`src/rtl/node_mem_pkg.sv`:
```
// Shared types for the node-memory master client.
// Default widths, host command encodings and FSM states.
package node_mem_pkg;

  localparam int DEF_ADDR_W = 5;
  localparam int DEF_NODE_W = 12;

  typedef enum logic [1:0] {
    OP_READ  = 2'd0,
    OP_WRITE = 2'd1,
    OP_FILL  = 2'd2,
    OP_DUMP  = 2'd3
  } cmd_op_e;

  typedef enum logic [2:0] {
    ST_IDLE,
    ST_ACQUIRE,
    ST_RD_WAIT,
    ST_WR,
    ST_FILL,
    ST_DUMP_RD,
    ST_RSP,
    ST_RELEASE
  } state_e;

endpackage

```
`src/rtl/node_master_if.sv`:
```
// Host command/response channels of the node master.
// master = host side, slave = node_master side.
interface node_master_if
  import node_mem_pkg::*;
#(
  parameter int ADDR_W = DEF_ADDR_W,
  parameter int NODE_W = DEF_NODE_W
);

  logic              cmd_valid;
  logic              cmd_ready;
  cmd_op_e           cmd_op;
  logic [ADDR_W-1:0] cmd_addr;
  logic [NODE_W-1:0] cmd_data;

  logic              rsp_valid;
  logic              rsp_ready;
  logic [ADDR_W-1:0] rsp_addr;
  logic [NODE_W-1:0] rsp_data;
  logic              rsp_last;

  modport master (
    output cmd_valid, cmd_op, cmd_addr, cmd_data,
    output rsp_ready,
    input  cmd_ready,
    input  rsp_valid, rsp_addr, rsp_data, rsp_last
  );

  modport slave (
    input  cmd_valid, cmd_op, cmd_addr, cmd_data,
    input  rsp_ready,
    output cmd_ready,
    output rsp_valid, rsp_addr, rsp_data, rsp_last
  );

endinterface

```
`src/rtl/node_master.sv`:
```
// Node-memory master: owns the access mux and runs READ/WRITE/FILL/DUMP.
// Optional NODE_MASTER_CHECKSUM_EN adds dump_csum (XOR of last DUMP beats).
module node_master
  import node_mem_pkg::*;
#(
  parameter int ADDR_W     = DEF_ADDR_W,
  parameter int NODE_W     = DEF_NODE_W,
  parameter int MEM_RD_LAT = 1
) (
  input  logic              clk,
  input  logic              reset,
  node_master_if.slave      hif,
  output logic              busy,
  output logic              master_has_control,
  output logic [ADDR_W-1:0] master_read_addr,
  output logic [ADDR_W-1:0] master_write_addr,
  output logic              master_write,
  output logic [NODE_W-1:0] master_write_node,
  input  logic [NODE_W-1:0] read_node
`ifdef NODE_MASTER_CHECKSUM_EN
  ,
  output logic [NODE_W-1:0] dump_csum
`endif
);

  localparam int DEPTH = 1 << ADDR_W;
  localparam int CNT_W = ADDR_W + 1;
  localparam logic [CNT_W-1:0] LAST = CNT_W'(DEPTH - 1);
  localparam logic [ADDR_W-1:0] LAST_A = ADDR_W'(DEPTH - 1);

  state_e                state_q, state_d;
  cmd_op_e               op_q, op_d;
  logic [CNT_W-1:0]      addr_q, addr_d;
  logic [CNT_W-1:0]      addr_inc;
  logic [NODE_W-1:0]     data_q, data_d;
  logic [MEM_RD_LAT-1:0] pipe_q, pipe_d;
  logic                  cmd_ready_q, cmd_ready_d;
  logic                  busy_q, busy_d;
  logic                  ctrl_q, ctrl_d;
  logic [ADDR_W-1:0]     rd_addr_q, rd_addr_d;
  logic [ADDR_W-1:0]     wr_addr_q, wr_addr_d;
  logic                  wr_q, wr_d;
  logic [NODE_W-1:0]     wr_node_q, wr_node_d;
  logic                  rsp_valid_q, rsp_valid_d;
  logic [ADDR_W-1:0]     rsp_addr_q, rsp_addr_d;
  logic [NODE_W-1:0]     rsp_data_q, rsp_data_d;
  logic                  rsp_last_q, rsp_last_d;
`ifdef NODE_MASTER_CHECKSUM_EN
  logic [NODE_W-1:0]     csum_q, csum_d;
`endif

  assign addr_inc = addr_q + CNT_W'(1);

  // Next-state and next-output computation for the command FSM.
  always_comb begin
    state_d     = state_q;
    op_d        = op_q;
    addr_d      = addr_q;
    data_d      = data_q;
    pipe_d      = pipe_q;
    cmd_ready_d = cmd_ready_q;
    busy_d      = busy_q;
    ctrl_d      = ctrl_q;
    rd_addr_d   = rd_addr_q;
    wr_addr_d   = wr_addr_q;
    wr_d        = wr_q;
    wr_node_d   = wr_node_q;
    rsp_valid_d = rsp_valid_q;
    rsp_addr_d  = rsp_addr_q;
    rsp_data_d  = rsp_data_q;
    rsp_last_d  = rsp_last_q;
`ifdef NODE_MASTER_CHECKSUM_EN
    csum_d      = csum_q;
`endif
    unique case (state_q)
      ST_IDLE: begin
        cmd_ready_d = 1'b1;
        if (hif.cmd_valid && cmd_ready_q) begin
          cmd_ready_d = 1'b0;
          busy_d      = 1'b1;
          ctrl_d      = 1'b1;
          op_d        = hif.cmd_op;
          addr_d      = {1'b0, hif.cmd_addr};
          data_d      = hif.cmd_data;
          state_d     = ST_ACQUIRE;
`ifdef NODE_MASTER_CHECKSUM_EN
          if (hif.cmd_op == OP_DUMP) csum_d = '0;
`endif
        end
      end
      ST_ACQUIRE: begin
        unique case (op_q)
          OP_READ: begin
            rd_addr_d = addr_q[ADDR_W-1:0];
            pipe_d    = '0;
            state_d   = ST_RD_WAIT;
          end
          OP_DUMP: begin
            rd_addr_d = addr_q[ADDR_W-1:0];
            pipe_d    = '0;
            state_d   = ST_DUMP_RD;
          end
          OP_WRITE: begin
            wr_d      = 1'b1;
            wr_addr_d = addr_q[ADDR_W-1:0];
            wr_node_d = data_q;
            state_d   = ST_WR;
          end
          OP_FILL: begin
            addr_d    = '0;
            wr_d      = 1'b1;
            wr_addr_d = '0;
            wr_node_d = data_q;
            state_d   = ST_FILL;
          end
        endcase
      end
      ST_RD_WAIT, ST_DUMP_RD: begin
        pipe_d = (pipe_q << 1) | MEM_RD_LAT'(1);
        if (pipe_q[MEM_RD_LAT-1]) begin
          rsp_valid_d = 1'b1;
          rsp_data_d  = read_node;
          rsp_addr_d  = addr_q[ADDR_W-1:0];
          rsp_last_d  = (op_q != OP_DUMP) || (addr_q == LAST);
          state_d     = ST_RSP;
        end
      end
      ST_WR: begin
        if (wr_q) begin
          wr_d = 1'b0;
        end else begin
          rsp_valid_d = 1'b1;
          rsp_data_d  = data_q;
          rsp_addr_d  = addr_q[ADDR_W-1:0];
          rsp_last_d  = 1'b1;
          state_d     = ST_RSP;
        end
      end
      ST_FILL: begin
        if (wr_q) begin
          addr_d = addr_inc;
          if (addr_q == LAST) wr_d = 1'b0;
          else wr_addr_d = addr_inc[ADDR_W-1:0];
        end else begin
          rsp_valid_d = 1'b1;
          rsp_data_d  = data_q;
          rsp_addr_d  = LAST_A;
          rsp_last_d  = 1'b1;
          state_d     = ST_RSP;
        end
      end
      ST_RSP: begin
        if (hif.rsp_ready) begin
          rsp_valid_d = 1'b0;
`ifdef NODE_MASTER_CHECKSUM_EN
          if (op_q == OP_DUMP) csum_d = csum_q ^ rsp_data_q;
`endif
          if (op_q == OP_DUMP && !rsp_last_q) begin
            addr_d    = addr_inc;
            rd_addr_d = addr_inc[ADDR_W-1:0];
            pipe_d    = '0;
            state_d   = ST_DUMP_RD;
          end else begin
            state_d = ST_RELEASE;
          end
        end
      end
      ST_RELEASE: begin
        ctrl_d      = 1'b0;
        busy_d      = 1'b0;
        cmd_ready_d = 1'b1;
        state_d     = ST_IDLE;
      end
      default: state_d = ST_IDLE;
    endcase
  end

  // State and registered outputs; reset abandons any command.
  always_ff @(posedge clk) begin
    if (reset) begin
      state_q     <= ST_IDLE;
      op_q        <= OP_READ;
      addr_q      <= '0;
      data_q      <= '0;
      pipe_q      <= '0;
      cmd_ready_q <= 1'b0;
      busy_q      <= 1'b0;
      ctrl_q      <= 1'b0;
      rd_addr_q   <= '0;
      wr_addr_q   <= '0;
      wr_q        <= 1'b0;
      wr_node_q   <= '0;
      rsp_valid_q <= 1'b0;
      rsp_addr_q  <= '0;
      rsp_data_q  <= '0;
      rsp_last_q  <= 1'b0;
`ifdef NODE_MASTER_CHECKSUM_EN
      csum_q      <= '0;
`endif
    end else begin
      state_q     <= state_d;
      op_q        <= op_d;
      addr_q      <= addr_d;
      data_q      <= data_d;
      pipe_q      <= pipe_d;
      cmd_ready_q <= cmd_ready_d;
      busy_q      <= busy_d;
      ctrl_q      <= ctrl_d;
      rd_addr_q   <= rd_addr_d;
      wr_addr_q   <= wr_addr_d;
      wr_q        <= wr_d;
      wr_node_q   <= wr_node_d;
      rsp_valid_q <= rsp_valid_d;
      rsp_addr_q  <= rsp_addr_d;
      rsp_data_q  <= rsp_data_d;
      rsp_last_q  <= rsp_last_d;
`ifdef NODE_MASTER_CHECKSUM_EN
      csum_q      <= csum_d;
`endif
    end
  end

  assign hif.cmd_ready      = cmd_ready_q;
  assign hif.rsp_valid      = rsp_valid_q;
  assign hif.rsp_addr       = rsp_addr_q;
  assign hif.rsp_data       = rsp_data_q;
  assign hif.rsp_last       = rsp_last_q;
  assign busy               = busy_q;
  assign master_has_control = ctrl_q;
  assign master_read_addr   = rd_addr_q;
  assign master_write_addr  = wr_addr_q;
  assign master_write       = wr_q;
  assign master_write_node  = wr_node_q;
`ifdef NODE_MASTER_CHECKSUM_EN
  assign dump_csum          = csum_q;
`endif

endmodule
```
`src/flat_wrapper.sv`:
```
// flat-port wrapper written by rule: the top's interface ports become plain ports
module node_master_flat import node_mem_pkg::*;
#(
  parameter int ADDR_W     = DEF_ADDR_W,
  parameter int NODE_W     = DEF_NODE_W,
  parameter int MEM_RD_LAT = 1
)
  (clk, reset, busy, master_has_control, master_read_addr, master_write_addr, master_write, master_write_node, read_node, hif_cmd_valid, hif_cmd_op, hif_cmd_addr, hif_cmd_data, hif_rsp_ready, hif_cmd_ready, hif_rsp_valid, hif_rsp_addr, hif_rsp_data, hif_rsp_last);
  node_master_if #(.ADDR_W(ADDR_W), .NODE_W(NODE_W)) hif_i ();
  input  logic clk;
  input  logic reset;
  output logic busy;
  output logic master_has_control;
  output logic [ADDR_W-1:0] master_read_addr;
  output logic [ADDR_W-1:0] master_write_addr;
  output logic master_write;
  output logic [NODE_W-1:0] master_write_node;
  input  logic [NODE_W-1:0] read_node;
  input wire logic [$bits(hif_i.cmd_valid)-1:0] hif_cmd_valid;
  input wire logic [$bits(hif_i.cmd_op)-1:0] hif_cmd_op;
  input wire logic [$bits(hif_i.cmd_addr)-1:0] hif_cmd_addr;
  input wire logic [$bits(hif_i.cmd_data)-1:0] hif_cmd_data;
  input wire logic [$bits(hif_i.rsp_ready)-1:0] hif_rsp_ready;
  output wire logic [$bits(hif_i.cmd_ready)-1:0] hif_cmd_ready;
  output wire logic [$bits(hif_i.rsp_valid)-1:0] hif_rsp_valid;
  output wire logic [$bits(hif_i.rsp_addr)-1:0] hif_rsp_addr;
  output wire logic [$bits(hif_i.rsp_data)-1:0] hif_rsp_data;
  output wire logic [$bits(hif_i.rsp_last)-1:0] hif_rsp_last;
  assign hif_i.cmd_valid = hif_cmd_valid;
  assign hif_i.cmd_op = hif_cmd_op;
  assign hif_i.cmd_addr = hif_cmd_addr;
  assign hif_i.cmd_data = hif_cmd_data;
  assign hif_i.rsp_ready = hif_rsp_ready;
  assign hif_cmd_ready = hif_i.cmd_ready;
  assign hif_rsp_valid = hif_i.rsp_valid;
  assign hif_rsp_addr = hif_i.rsp_addr;
  assign hif_rsp_data = hif_i.rsp_data;
  assign hif_rsp_last = hif_i.rsp_last;
  node_master #(.ADDR_W(ADDR_W), .NODE_W(NODE_W), .MEM_RD_LAT(MEM_RD_LAT)) u_core (.clk(clk), .reset(reset), .hif(hif_i), .busy(busy), .master_has_control(master_has_control), .master_read_addr(master_read_addr), .master_write_addr(master_write_addr), .master_write(master_write), .master_write_node(master_write_node), .read_node(read_node));
endmodule
```
`config.mk`:
```
export PLATFORM = sky130hd
export DESIGN_NAME = node_master_flat
export DESIGN_NICKNAME = d
export VERILOG_FILES = /design/src/rtl/node_mem_pkg.sv /design/src/rtl/node_master_if.sv /design/src/rtl/node_master.sv /design/src/flat_wrapper.sv
export SDC_FILE = /design/constraint.sdc
export NUM_CORES = 1
export LEC_CHECK = 0
export CORE_ASPECT_RATIO = 0.6
export CORE_MARGIN = 5
export CORE_UTILIZATION = 45
export CTS_CLUSTER_DIAMETER = 150
export CTS_CLUSTER_SIZE = 24
export DETAILED_ROUTE_END_ITERATION = 8
export PLACE_DENSITY = 0.76
export SLEW_MARGIN = 30
export SYNTH_ARGS = -nofsm -noshare
export SYNTH_HDL_FRONTEND = slang
export SYNTH_SLANG_ARGS = --single-unit
```
`constraint.sdc`:
```
create_clock -name clk -period 2.2 [get_ports clk]
set_clock_uncertainty 0.2 [all_clocks]
set_input_delay 0.44 -clock clk [delete_from_list [all_inputs] [get_ports clk]]
set_output_delay 0.44 -clock clk [all_outputs]
set_load 0.05 [all_outputs]
```
Word-level counts from Yosys, hierarchy flattened
Index checks and enable logic that the tools add are counted.
Word-level totals
  word-level logic and storage cells: 118
  input bits: 35
  output and inout bits: 45
  flip-flop bits (word level): 68
Cells by class
  mux-type cells: 46
  eq/ne operators: 25
  add/sub/neg operators: 1
  reductions and logical operators: 31
Operators with widths (count)
  $mux 5: 8
  $mux 6: 5
  $pmux 5 s2: 3
  $mux 12: 2
  $pmux 12 s2: 1
  $pmux 6 s4: 1
  $reduce_and 4->1: 6
  $pmux 3 s6: 1
  $ne 2x2->1 const B: 8
  $pmux 5 s3: 1
  $eq 3x3->1 const B: 4
  $mux 1: 12
  $mux 3: 4
  $pmux 3 s4: 1
  $reduce_bool 3->1: 4
  $ne 2x1->1 const B: 5
  $pmux 1 s3: 3
  $reduce_and 2->1: 4
  $reduce_bool 2->1: 4
  $reduce_or 2->1: 4
  $add 6x1->6 const B: 1
  $eq 3x2->1 const B: 2
  $eq 6x5->1 const B: 1
  $pmux 1 s2: 3
  13 further kinds: 15

Logic depth before layout (Yosys ltp)
  depth after elaboration: 5
  gate-level depth with buffers: 8
  depth with buffers taken out: 6

Least setup slack after synthesis
No wires, ideal clock.
  kind: reg-to-reg
  start: reg u_core.state_q[0]
  end: reg u_core.addr_q[0]
  setup slack: -0.020 ns
  arrival: 1.877 ns
  cell stages (with the launch flop): 9
  data required time: 1.857 ns
  clock period less this slack: 2.220 ns
  setup time: 0.143 ns
  cell sequence: dfxtp_1 > inv_1 > ha_1 > buf_6 > a21boi_0 > o31ai_1 > and2_0 > buf_6 > a311oi_2
Between the ends
  word-level cells in the longest chain between the ends: 3
  elaborated cells between the ends (all ways): 12
  those cells by class: eq/ne: 8; mux: 1; reduce/logical: 3
Ends and longest elaborated chain
  start: declaration: RTL line node_master.sv:31  | state_e state_q, state_d;
  start signal: assignment: RTL line node_master.sv:201  | state_q <= state_d;
  $eq 3x3->1 (tied with other cells): RTL line node_master.sv:75  | unique case (state_q)
  $ne 2x1->1 (no source line) (tied with other cells)
  $reduce_and 6->1 (no source line)
  end signal: assignment: RTL line node_master.sv:203  | addr_q <= addr_d;
  end: declaration: RTL line node_master.sv:33  | logic [CNT_W-1:0] addr_q, addr_d;
Several ways; a longest one is shown, not always the timed one.
A chain may end at the register's enable or synchronous reset.

Worst setup path after layout
  start: reg u_core.wr_node_q[6], in the netlist u_core.master_write_node[6]
  end: out master_write_node[6]
RTL lines
  start: declaration: RTL line node_master.sv:43  | logic [NODE_W-1:0] wr_node_q, wr_node_d;
  start signal: assignment: RTL line node_master.sv:212  | wr_node_q <= wr_node_d;
  end: declaration: RTL line flat_wrapper.sv:17  | output logic [NODE_W-1:0] master_write_node;
No word-level cell between the ends.

==> flow_metrics.py <==
metrics = {
    "synthesis": {
        "yosysWarningCount": 0,
        "synth_edf_count": 0,
        "ys.flop_type": "dfxtp_1",
        "yosysSeqAreaShare_pct": 39.3,
        "yosys.area.top_type_share_pct": 39.3,
        "synth_area_leader_cell": "dfxtp_1",
        "synth_cells": 423,
        "async_flop_share_pct": 0,
        "ys_top_cells_by_area": "dfxtp_1 (39%), nand2_1 (9.3%), a21oi_1 (8.5%)",
        "synth.cell_area_mm2": 0.00347,
        "ys_seq_elements": 68,
        "avgSynthCellArea_um2": 8.19,
        "syn_nets": 471,
        "synth.distinct_cells": 52,
    },
    "grt": {
        "antenna_found_initial": 0,
        "grt_pass1_wl_mm": 17.0,
        "grt-ovfl-total": 0,
        "grt_usage_pct": 22.5,
        "grt_pass1_vias": 3366,
        "grt_max_degree": 37,
    },
    "place": {
        "dp_hpwl_mm": 8.12,
        "gp_congestion": 0.917,
        "preCtsSetupSlack_ps": -38.8,
        "io_buffers": 79,
    },
    "layout": {
        "drive_gt1_share_pct": 18.1,
        "diodes": 0,
        "utilization_pct": 66.1,
        "area_delta_synth_final_pct": 41.0,
        "nNetsFinal": 574,
    },
    "critical_path": {
        "worst-path-buf-inv": 1,
        "required_ps": 1560,
        "critical_path.max_fanout": 2,
        "path_cells": "clkdlybuf4s50_1",
        "worst_path_largest_cell_delay_ps": 830,
        "arrival_ps": 1500,
        "slowest_stage": "clkdlybuf4s50_1",
        "critical_path.top_delay_family": "buffers and inverters",
        "worstSetupPathType": "reg -> out",
        "cp-start-kind": "register",
        "endpoint_kind": "output port",
    },
    "clock_tree": {
        "cts_hold_buffers": 0,
        "cts_sinks": 68,
        "htreeDepth": 3,
        "clockBufferDepth": 2,
        "tritoncts": "done",
        "path_clk_slew_ps": 60,
        "cts-root-buf": "clkbuf_16",
        "numCtsBuffers": 9,
        "insertion_delay_ps": 330,
    },
    "floorplan": {
        "dieHeight_um": 78.0,
        "num_rows": 24,
        "num_io_pins": 80,
        "start_util_pct": 46.9,
        "die_x_um": 123,
        "core-area_mm2": 0.00739,
        "fp.dieArea_mm2": 0.00961,
    },
    "power": {
        "p_leak_nw": 1.88,
        "peakVddDrop_v": 0.000993,
        "power_density_mw_per_mm2": 1470,
    },
    "timing": {
        "layout_min_cycle_time_ps": 2140,
        "timing.final.max_slew_violations": 0,
        "max-slew-margin-rel_pct": 64.6,
        "setup_violations": 0,
        "min_period_over_period_pct": 97.2,
        "postLayoutSetupSlackWorst_ps": 61.9,
        "fmax_mhz": 468,
        "hold_viol": 0,
        "tightest_slew_ps": 529,
    },
    "routing": {
        "dr.pass1.iters": 4,
        "wl_per_cell_um": 17.2,
        "antenna_left": 0,
        "drc_errors": 0,
        "vias": 3551,
        "wirelength_mm": 10.9,
        "drt_first_iter_violations": 348,
        "viasPerCell": 5.59,
    },
    "run": {
        "max-cap-violations": 0,
    },
    "run_status": {
        "outcome": "complete, no violations",
    },
    "min_path": {
        "min_path_type": "reg -> reg",
    },
}
## where the power goes
| group | total (W) | switching [W] | internal [W] |
|---|---|---|---|
| Combinational | 0.00390 | 0.00240 | 0.00151 |
| Clock | 0.00145 | 0.000562 | 0.000884 |
| Sequential | 0.00183 | 0.000253 | 0.00158 |
## stage by stage
step	total power [W]	instance area (µm²)	setup TNS (ps)	cells	hold WS (ps)
final	0.00718	4890	0	635	252
after global routing	0.00754	4890	-74.9	635	281
after CTS	0.00701	4800	0	631	256
after detailed placement	0.00554	4500	-152	615	248
after global placement	0.00545	4500	-25.4	615	247
after floorplan	0.00433	3470	0	423	245
## cell usage after synthesis (all sizes together), types with 5 or more instances
cell,n
inv,9
a311oi,17
nand3,11
nand2b,5
nor3,6
a211oi,15
ha,13
nor2,27
a21oi,60
buf,15
dfxtp,68
nor2b,6
o21ai,10
clkbuf,17
o211ai,6
nand2,86
## cells by family after synthesis
logic type / synth area share, %
flip-flops: 39.3
buffers and inverters: 6.14
adder cells (fa/ha/maj): 4.69
XOR/XNOR: 1.52
AND/OR/NAND/NOR: 20.5
AO/OA/AOI/OAI: 26.1
multiplexers: 1.81
## worst min-delay path: stages (launching register included)
cell,delay (ps)
dfxtp_1,300
nand2_1,50
a21oi_1,50
## flip-flops by register name, indices dropped and copies added, names as in the netlist, 2 cells and up
register / cells
u_core.data_q: 12
u_core.hif.rsp_data: 12
u_core.master_write_node: 12
u_core.addr_q: 6
u_core.hif.rsp_addr: 5
u_core.master_read_addr: 5
u_core.master_write_addr: 5
u_core.state_q: 3
u_core.op_q: 2
## layout by cell type, fill, tap and decap left out, types with 2 or more instances in the layout
cell type         n
nand3_1          11
ha_2              2
and3_1            2
a32o_1            2
buf_4            52
clkinv_2          2
clkdlybuf4s50_1  67
o21ai_0          10
ha_1             10
nor3_1            6
and3b_1           2
dfxtp_1          67
nand2b_1          5
inv_6             2
nor3b_1           2
o211ai_1          6
xor2_1            2
o21a_1            3
inv_1             8
clkbuf_16         9
mux2i_1           4
a311oi_1         14
nand3b_1          4
a311oi_2          3
a21boi_0          2
xnor2_1           4
nor2_1           27
buf_6             2
a21oi_1          57
clkinv_4          2
nor2b_1           6
a21oi_2           3
nand2_1          86
a211oi_1         14
and2_1            3
## final timing paths
check	endpoint	cells past startpoint	startpoint	slack (ps)
worst min register to register	u_core.master_write_node[4]	2	u_core.master_write_node[4]	250
worst min-delay path	u_core.master_write_node[4]	2	u_core.master_write_node[4]	250
worst max register to register	u_core.hif.rsp_valid	7	u_core.state_q[0]	70
worst max-delay path	master_write_node[6]	1	u_core.master_write_node[6]	60
## routing by layer
metal  vias to the layer above  track usage [%]  part of all wire [%]
li1                       1708                -                     -
met1                      1645             33.0                    46
met2                       183             30.1                    40
met3                        15             8.72                    12
met4                         0             6.63                   1.2
met5                         -                0                     0
## what timing repair did
item / CTS / global route
resized for setup: 1 / 14
endpoints found under the setup margin: 2 / 18
buffers inserted: 0 / 3
gates cloned: 0 / 1
pin swaps: 0 / 3
## cell type report
class	instances	area, µm²
Fill cell	596	2500
Multi-Input combinational cell	315	1950
Sequential cell	68	1360
Timing Repair Buffer	123	1110
Clock buffer	9	225
Tap cell	104	130
Clock inverter	7	75.1
Inverter	9	33.8
Note: power is estimated with default switching activity, not from simulation.
